File: src/rtl/traffic_pkg.sv
// Shared encodings for the traffic light sequencer: mode codes, state codes,
// lamp patterns and the per-state lamp decode.
package traffic_pkg;

  localparam logic [1:0] MODE_NIGHT = 2'b00;
  localparam logic [1:0] MODE_DAY   = 2'b01;
  localparam logic [1:0] MODE_PED   = 2'b10;
  localparam logic [1:0] MODE_EMG   = 2'b11;

  localparam logic [3:0] ST_RED_A     = 4'd0;
  localparam logic [3:0] ST_NS_G      = 4'd1;
  localparam logic [3:0] ST_NS_Y      = 4'd2;
  localparam logic [3:0] ST_RED_B     = 4'd3;
  localparam logic [3:0] ST_EW_G      = 4'd4;
  localparam logic [3:0] ST_EW_Y      = 4'd5;
  localparam logic [3:0] ST_PED_WALK  = 4'd6;
  localparam logic [3:0] ST_FLASH_ON  = 4'd7;
  localparam logic [3:0] ST_FLASH_OFF = 4'd8;
  localparam logic [3:0] ST_EMG_HOLD  = 4'd9;

  typedef enum logic [3:0] {
    RED_A     = ST_RED_A,
    NS_G      = ST_NS_G,
    NS_Y      = ST_NS_Y,
    RED_B     = ST_RED_B,
    EW_G      = ST_EW_G,
    EW_Y      = ST_EW_Y,
    PED_WALK  = ST_PED_WALK,
    FLASH_ON  = ST_FLASH_ON,
    FLASH_OFF = ST_FLASH_OFF,
    EMG_HOLD  = ST_EMG_HOLD
  } state_t;

  localparam logic [2:0] LAMP_RED = 3'b100;
  localparam logic [2:0] LAMP_YEL = 3'b010;
  localparam logic [2:0] LAMP_GRN = 3'b001;
  localparam logic [2:0] LAMP_OFF = 3'b000;

  // Returns {nsLight, ewLight}; anything not explicitly lit is all-red.
  function automatic logic [5:0] lampsFor(input state_t s);
    case (s)
      NS_G:      lampsFor = {LAMP_GRN, LAMP_RED};
      NS_Y:      lampsFor = {LAMP_YEL, LAMP_RED};
      EW_G:      lampsFor = {LAMP_RED, LAMP_GRN};
      EW_Y:      lampsFor = {LAMP_RED, LAMP_YEL};
      FLASH_ON:  lampsFor = {LAMP_YEL, LAMP_RED};
      FLASH_OFF: lampsFor = {LAMP_OFF, LAMP_OFF};
      default:   lampsFor = {LAMP_RED, LAMP_RED};
    endcase
  endfunction

endpackage

File: src/rtl/phase_timer.sv
// Loadable down-counter that holds at zero; done flags the last cycle of a phase.
module phase_timer #(
  parameter int               WIDTH       = 3,
  parameter logic [WIDTH-1:0] RESET_VALUE = {WIDTH{1'b0}}
) (
  input  logic             clk,
  input  logic             rst,
  input  logic             load,
  input  logic [WIDTH-1:0] loadValue,
  output logic             done
);

  logic [WIDTH-1:0] count;

  // Count down to zero and hold there; a load always wins over counting.
  always_ff @(posedge clk) begin
    if (rst) begin
      count <= RESET_VALUE;
    end else if (load) begin
      count <= loadValue;
    end else if (count != {WIDTH{1'b0}}) begin
      count <= count - WIDTH'(1);
    end else begin
      count <= count;
    end
  end

  assign done = (count == {WIDTH{1'b0}});

endmodule

File: src/rtl/traffic_light_sequencer.sv
// Moore sequencer for a two-road intersection with pedestrian, night-flash and
// emergency preemption; every green leaves through its yellow.
module traffic_light_sequencer
  import traffic_pkg::*;
#(
  parameter int GREEN_TICKS  = 8,
  parameter int YELLOW_TICKS = 3,
  parameter int ALLRED_TICKS = 2,
  parameter int WALK_TICKS   = 6,
  parameter int FLASH_TICKS  = 4
) (
  input  logic       clk,
  input  logic       rst,
  input  logic [1:0] trafficMode,
  output logic [2:0] nsLight,
  output logic [2:0] ewLight,
  output logic       walk,
  output logic [3:0] phase,
  output logic       pedPending
);

  localparam int MAX_GY    = (GREEN_TICKS > YELLOW_TICKS) ? GREEN_TICKS : YELLOW_TICKS;
  localparam int MAX_RW    = (ALLRED_TICKS > WALK_TICKS) ? ALLRED_TICKS : WALK_TICKS;
  localparam int MAX_GYRW  = (MAX_GY > MAX_RW) ? MAX_GY : MAX_RW;
  localparam int MAX_TICKS = (MAX_GYRW > FLASH_TICKS) ? MAX_GYRW : FLASH_TICKS;
  localparam int TW        = (MAX_TICKS > 1) ? $clog2(MAX_TICKS) : 1;

  state_t          state;
  state_t          nextState;
  logic            timerDone;
  logic            timerLoad;
  logic [TW-1:0]   timerValue;
  logic            resumeEw;   // walk was entered from RED_B, so EW_G follows it
  logic            pedBlock;   // mode held at 10 after a walk: wait for a red expiry
  logic            redExpiry;

  phase_timer #(
    .WIDTH       (TW),
    .RESET_VALUE (TW'(ALLRED_TICKS - 1))
  ) timer (
    .clk       (clk),
    .rst       (rst),
    .load      (timerLoad),
    .loadValue (timerValue),
    .done      (timerDone)
  );

  // Transition function; mode priority is emergency, night, then pedestrian/day.
  always_comb begin
    nextState = state;
    if (trafficMode == MODE_EMG) begin
      case (state)
        NS_G:       nextState = NS_Y;
        EW_G:       nextState = EW_Y;
        NS_Y, EW_Y: nextState = timerDone ? EMG_HOLD : state;
        default:    nextState = EMG_HOLD;
      endcase
    end else if (trafficMode == MODE_NIGHT) begin
      case (state)
        NS_G:                   nextState = NS_Y;
        EW_G:                   nextState = EW_Y;
        NS_Y:                   nextState = timerDone ? RED_B : NS_Y;
        EW_Y:                   nextState = timerDone ? RED_A : EW_Y;
        RED_A, RED_B, PED_WALK: nextState = timerDone ? FLASH_ON : state;
        FLASH_ON:               nextState = timerDone ? FLASH_OFF : FLASH_ON;
        FLASH_OFF:              nextState = timerDone ? FLASH_ON : FLASH_OFF;
        default:                nextState = RED_A;
      endcase
    end else begin
      case (state)
        RED_A:    nextState = timerDone ? (pedPending ? PED_WALK : NS_G) : RED_A;
        NS_G:     nextState = timerDone ? NS_Y : NS_G;
        NS_Y:     nextState = timerDone ? RED_B : NS_Y;
        RED_B:    nextState = timerDone ? (pedPending ? PED_WALK : EW_G) : RED_B;
        EW_G:     nextState = timerDone ? EW_Y : EW_G;
        EW_Y:     nextState = timerDone ? RED_A : EW_Y;
        PED_WALK: nextState = timerDone ? (resumeEw ? EW_G : NS_G) : PED_WALK;
        default:  nextState = RED_A;
      endcase
    end
  end

  // Phase length for the state being entered; EMG_HOLD ignores its timer.
  always_comb begin
    case (nextState)
      NS_G, EW_G:          timerValue = TW'(GREEN_TICKS - 1);
      NS_Y, EW_Y:          timerValue = TW'(YELLOW_TICKS - 1);
      RED_A, RED_B:        timerValue = TW'(ALLRED_TICKS - 1);
      PED_WALK:            timerValue = TW'(WALK_TICKS - 1);
      FLASH_ON, FLASH_OFF: timerValue = TW'(FLASH_TICKS - 1);
      default:             timerValue = {TW{1'b0}};
    endcase
  end

  assign timerLoad = (nextState != state);
  assign redExpiry = ((state == RED_A) || (state == RED_B)) && timerDone;

  // State register, registered lamp decode and pedestrian request bookkeeping.
  always_ff @(posedge clk) begin
    if (rst) begin
      state      <= RED_A;
      nsLight    <= LAMP_RED;
      ewLight    <= LAMP_RED;
      walk       <= 1'b0;
      pedPending <= 1'b0;
      resumeEw   <= 1'b0;
      pedBlock   <= 1'b0;
    end else begin
      state              <= nextState;
      {nsLight, ewLight} <= lampsFor(nextState);
      walk               <= (nextState == PED_WALK);
      if ((nextState == PED_WALK) && (state != PED_WALK)) begin
        pedPending <= 1'b0;
        pedBlock   <= 1'b1;
        resumeEw   <= (state == RED_B);
      end else begin
        if ((trafficMode == MODE_PED) && !pedBlock) begin
          pedPending <= 1'b1;
        end
        if ((trafficMode != MODE_PED) || redExpiry) begin
          pedBlock <= 1'b0;
        end
      end
    end
  end

  assign phase = state;

endmodule

File: config.mk
export PLATFORM = sky130hd
export DESIGN_NAME = traffic_light_sequencer
export DESIGN_NICKNAME = d
export VERILOG_FILES = /design/src/rtl/traffic_pkg.sv /design/src/rtl/phase_timer.sv /design/src/rtl/traffic_light_sequencer.sv
export SDC_FILE = /design/constraint.sdc
export NUM_CORES = 1
export LEC_CHECK = 0
export ABC_CLOCK_PERIOD_IN_PS = 5900
export CORE_MARGIN = 1.5
export CORE_UTILIZATION = 46
export CTS_BUF_LIST = sky130_fd_sc_hd__clkbuf_16
export CTS_CLUSTER_SIZE = 24
export DETAILED_ROUTE_END_ITERATION = 10
export GPL_ROUTABILITY_DRIVEN = 0
export GPL_TIMING_DRIVEN = 0
export PLACE_DENSITY = 0.66
export SETUP_SLACK_MARGIN = 0.05
export SYNTH_ARGS = -nofsm -noshare
export SYNTH_HDL_FRONTEND = slang
export SYNTH_SLANG_ARGS = --single-unit
File: constraint.sdc
create_clock -name clk -period 5.9 [get_ports clk]
set_input_delay 0.885 -clock clk [delete_from_list [all_inputs] [get_ports clk]]
set_output_delay 0.885 -clock clk [all_outputs]
set_load 0.02 [all_outputs]
==> results by stage <==
STA:
- Between clock sinks in the finished design, the worst skew comes to 0.00337 ns.
- The setup violation total in the final timing report is 0.
- For the pin with the worst max-slew slack, the measured transition is 0.677 ns.
- The post-route fraction of the period consumed by the critical path is 0.513.
- The final max-slew violation count is 0.
- The top achievable clock speed is 0.330 GHz.
- The total negative slack is 0 ns.
- Setup repair after global routing left no endpoint under its margin.
- The number of hold violations in the final report is 0.
- The clock period minus worst slack is 3.03 ns.
- The worst pin sits at a relative slew slack of 0.548.

Critical path:
- The critical register-to-register path startpoint is timer.count[0].
- The start-to-end type of the worst setup path is reg -> reg.
- STA classifies the critical path endpoint as a flip-flop.
- The worst reg-to-reg setup slack is 2.87 ns.
- The critical path arrival is 3.13 ns.
- The cell depth of the worst flop-to-flop path is 13.
- The slowest stage cell on the critical path is sky130_fd_sc_hd__a211oi_2.
- Data on the critical path is required at its endpoint by 6.01 ns.
- Traced cell by cell, the critical path runs through inv_1, ha_1, nor2b_2, buf_6, a21oi_1, o221a_2, a211oi_2, inv_1, ha_1, nor2_1, nor2_1, a211oi_1, a311oi_1.
- In this run the critical register-to-register path is captured at timer.count[2].
- The biggest cell delay along the critical path is 0.61 ns.
- The type of origin of the critical path is a flip-flop.
- Of all nets on the critical path, the largest fanout is 8.

Placement:
- Once detailed placement completed, the half-perimeter wirelength came to 2.67 mm.
- The placed instance count is 232.
- Buffers placed on the I/O ports in this run total 13.

Route:
- The count of routing violations after the opening detailed-route iteration is 72.
- For this run, the detailed router's first-pass iteration total came to 5.
- In the routed layout, each cell is associated on average with a via count of 6.07.
- The detail route stage leaves a number of antenna-violating nets equal to 0.
- The total wire length after detailed routing is 3.74 mm.
- Dividing the detail-routed wire length by the instance count gives 15.8 um.
- The DRC violations left is 0.
- The total number of vias is 1,432.

CTS:
- The clock drives 17 sinks.
- In this run the number of H-tree levels came out at 1.
- The cell at the root of the clock tree is sky130_fd_sc_hd__clkbuf_16.
- The number of hold buffers added after cts is 0.
- The clock latency on the worst-skew pair is 0.25 ns.
- TritonCTS built the clock tree.
- In this run, CTS created clock tree buffers numbering 3.
- The number of instances resized during post-cts repair is 0.
- The maximum buffer depth of the clock tree is 2.
- The clock-pin slew on the worst setup and hold paths is 0.05 ns.
- The number of setup buffers added after CTS is 0.

Pwr:
- The maximum ir drop on the vdd rail is 0.215 mV.
- The leakage power of the design is 0.661 nW.
- The ratio of total power to cell area is 408 nW/um^2.
- The total power draw is 0.708 mW.

Final layout:
- In the final design database the tool counted 205 nets.
- The count of non-filler cells in the finished layout is 236.
- The library cell used most frequently in the layout, excluding fill and tap cells, is sky130_fd_sc_hd__dfxtp_1.
- The top cell types in the final layout, fill and taps aside, are sky130_fd_sc_hd__dfxtp_1, sky130_fd_sc_hd__nor2_1, sky130_fd_sc_hd__o21ai_0, sky130_fd_sc_hd__clkdlybuf4s50_1.
- The number of antenna diodes in the final layout is 0.
- The area added between synthesis and finish is 18.1%.
- After filler insertion, the fill cell instance count of the layout stands at 301.
- The layout cell share with drive strength beyond 1 is 0.172.

Hold path:
- The worst hold path was traced through 2 stages.
- The path class of the tightest hold or removal check is reg -> reg.
- The startpoint of the worst hold path is resumeEw.
- The worst hold path terminates at resumeEw.

Logic synthesis:
- For this run, the leading register cell type out of synthesis is sky130_fd_sc_hd__dfxtp_1.
- Yosys mapped a number of flops with a built-in enable equal to 0.
- The number of standard cells after synthesis is 175.
- The average size of a mapped cell is 8.39 sq um.
- For this run, the register share of the synthesized area comes to 0.232.
- Yosys mapped the design onto 58 distinct sky130hd cell types.
- The number of synthesized register bits is 17.
- The share of async-settable or async-resettable flops after synthesis is 0.
- Yosys printed 0 warnings.
- In this run the cell area of the synthesized design comes to 1470 sq um.
- The number of nets in the synthesized netlist is 187.

Floorplanning:
- The die covers 3540 sq um.
- The number of top-level design ports is 16.
- The horizontal die dimension is 59.5 um.
- In this run the core area contains 20 standard-cell rows.
- The core area is 3050 sq um.
- The die is 59.5 um tall.
- The starting density of the core is 0.481.

Global route:
- The global-route wire length before repair is 6.28 mm.
- After global routing the overflow that remains totals 0.
- The initial antenna violation count is 0.
- The pin count of the biggest net entering global routing is 11.
- The number of global-route vias before repair is 1,411.
- For this run, the total global-route usage over all layers was measured as 0.229.

Run status:
- The run finished with clean final reports.

Job:
- The number of max-cap violations is 0.
==> worst max path at each step <==
stage | start | end | slack (ns) | cells after the start
finish | timer.count[0] | timer.count[2] | 2.87 | 13
global route | timer.count[0] | timer.count[2] | 2.65 | 13
CTS | timer.count[0] | timer.count[2] | 2.89 | 13
detailed placement | trafficMode[1] | timer.count[2] | 2.71 | 10
global placement | trafficMode[1] | timer.count[2] | 2.74 | 10
floorplan | trafficMode[0] | nsLight[2] | 3.07 | 9
==> logic make-up after synthesis <==
group / count (synthesis) / synth area share
xor+xnor: 4 / 0.0239
buf+inv: 22 / 0.0954
mux: 1 / 0.00681
simple gates: 65 / 0.246
fa+ha+maj: 8 / 0.0681
flops: 17 / 0.232
compound gates: 58 / 0.328
==> through the flow <==
step           cell area, sq um  hold WS [ns]   util  setup WS, ns
6_report                   1730         0.536  0.568          2.87
5_1_grt                    1730         0.571  0.568          2.65
4_1_cts                    1730         0.528  0.568          2.89
3_5_place_dp               1650         0.507  0.542          2.71
3_3_place_gp               1650         0.498  0.542          2.74
2_1_floorplan              1470         0.463      -          3.07
==> metal layers <==
metal,wire length (um),track usage,up-vias,share of wire
li1,-,-,690,-
met1,1640,0.294,679,0.44
met2,1810,0.378,57,0.49
met3,231,0.0240,6,0.062
met4,48,0.117,0,0.013
met5,0,0,-,0
==> flip-flops by register name, indices dropped and copies added, names as in the netlist <==
| signal | flops |
|---|---|
| nsLight | 3 |
| pedPending | 1 |
| walk | 1 |
| phase | 4 |
| ewLight | 3 |
| timer.count | 3 |
| pedBlock | 1 |
| resumeEw | 1 |
==> critical path: cells and delay by family (launching register included) <==
family                   cells  cell delay, ns
AO/OA/AOI/OAI                5            1.26
adder cells (fa/ha/maj)      2            0.53
buffers and inverters        3            0.46
flip-flops                   1            0.29
AND/OR/NAND/NOR              3            0.34
==> Yosys cell counts, drive strengths merged, types with 2 or more instances <==
| master | instances | area, sq um |
|---|---|---|
| a2111oi | 3 | 57.6 |
| a211o | 3 | 27.5 |
| a211oi | 5 | 47.5 |
| a21oi | 9 | 45.0 |
| a311oi | 2 | 17.5 |
| a31oi | 2 | 12.5 |
| a32oi | 2 | 17.5 |
| and2 | 4 | 25.0 |
| and3 | 5 | 31.3 |
| and3b | 2 | 17.5 |
| buf | 12 | 103 |
| dfxtp | 17 | 340 |
| ha | 8 | 100 |
| inv | 9 | 33.8 |
| nand2 | 9 | 33.8 |
| nand2b | 6 | 37.5 |
| nand3 | 3 | 15.0 |
| nand4 | 2 | 18.8 |
| nor2 | 17 | 66.3 |
| nor2b | 3 | 21.3 |
| nor3 | 7 | 40.0 |
| nor3b | 2 | 15.0 |
| o21ai | 14 | 70.1 |
| o22ai | 3 | 25.0 |
| o311ai | 2 | 25.0 |
| or3 | 2 | 12.5 |
| xnor2 | 2 | 17.5 |
| xor2 | 2 | 17.5 |
==> cell type report <==
class	instances	area [sq um]	area share
inverter	9	33.8	0.0195
clock inverter	1	5.00	0.00289
sequential	17	340	0.196
multi-input combinational	136	988	0.570
buffer	13	106	0.0613
clock buffer	3	75.1	0.0433
timing repair buffer	13	130	0.0750
tap	44	55.1	0.0317
==> power breakdown <==
part	internal [mW]	switching (mW)	leakage (nW)
Combinational	0.178	0.243	0.481
Clock	0.0905	0.0422	0.0409
Sequential	0.138	0.0168	0.139
Total	0.406	0.302	0.661
(Power assumes the default switching activity.)
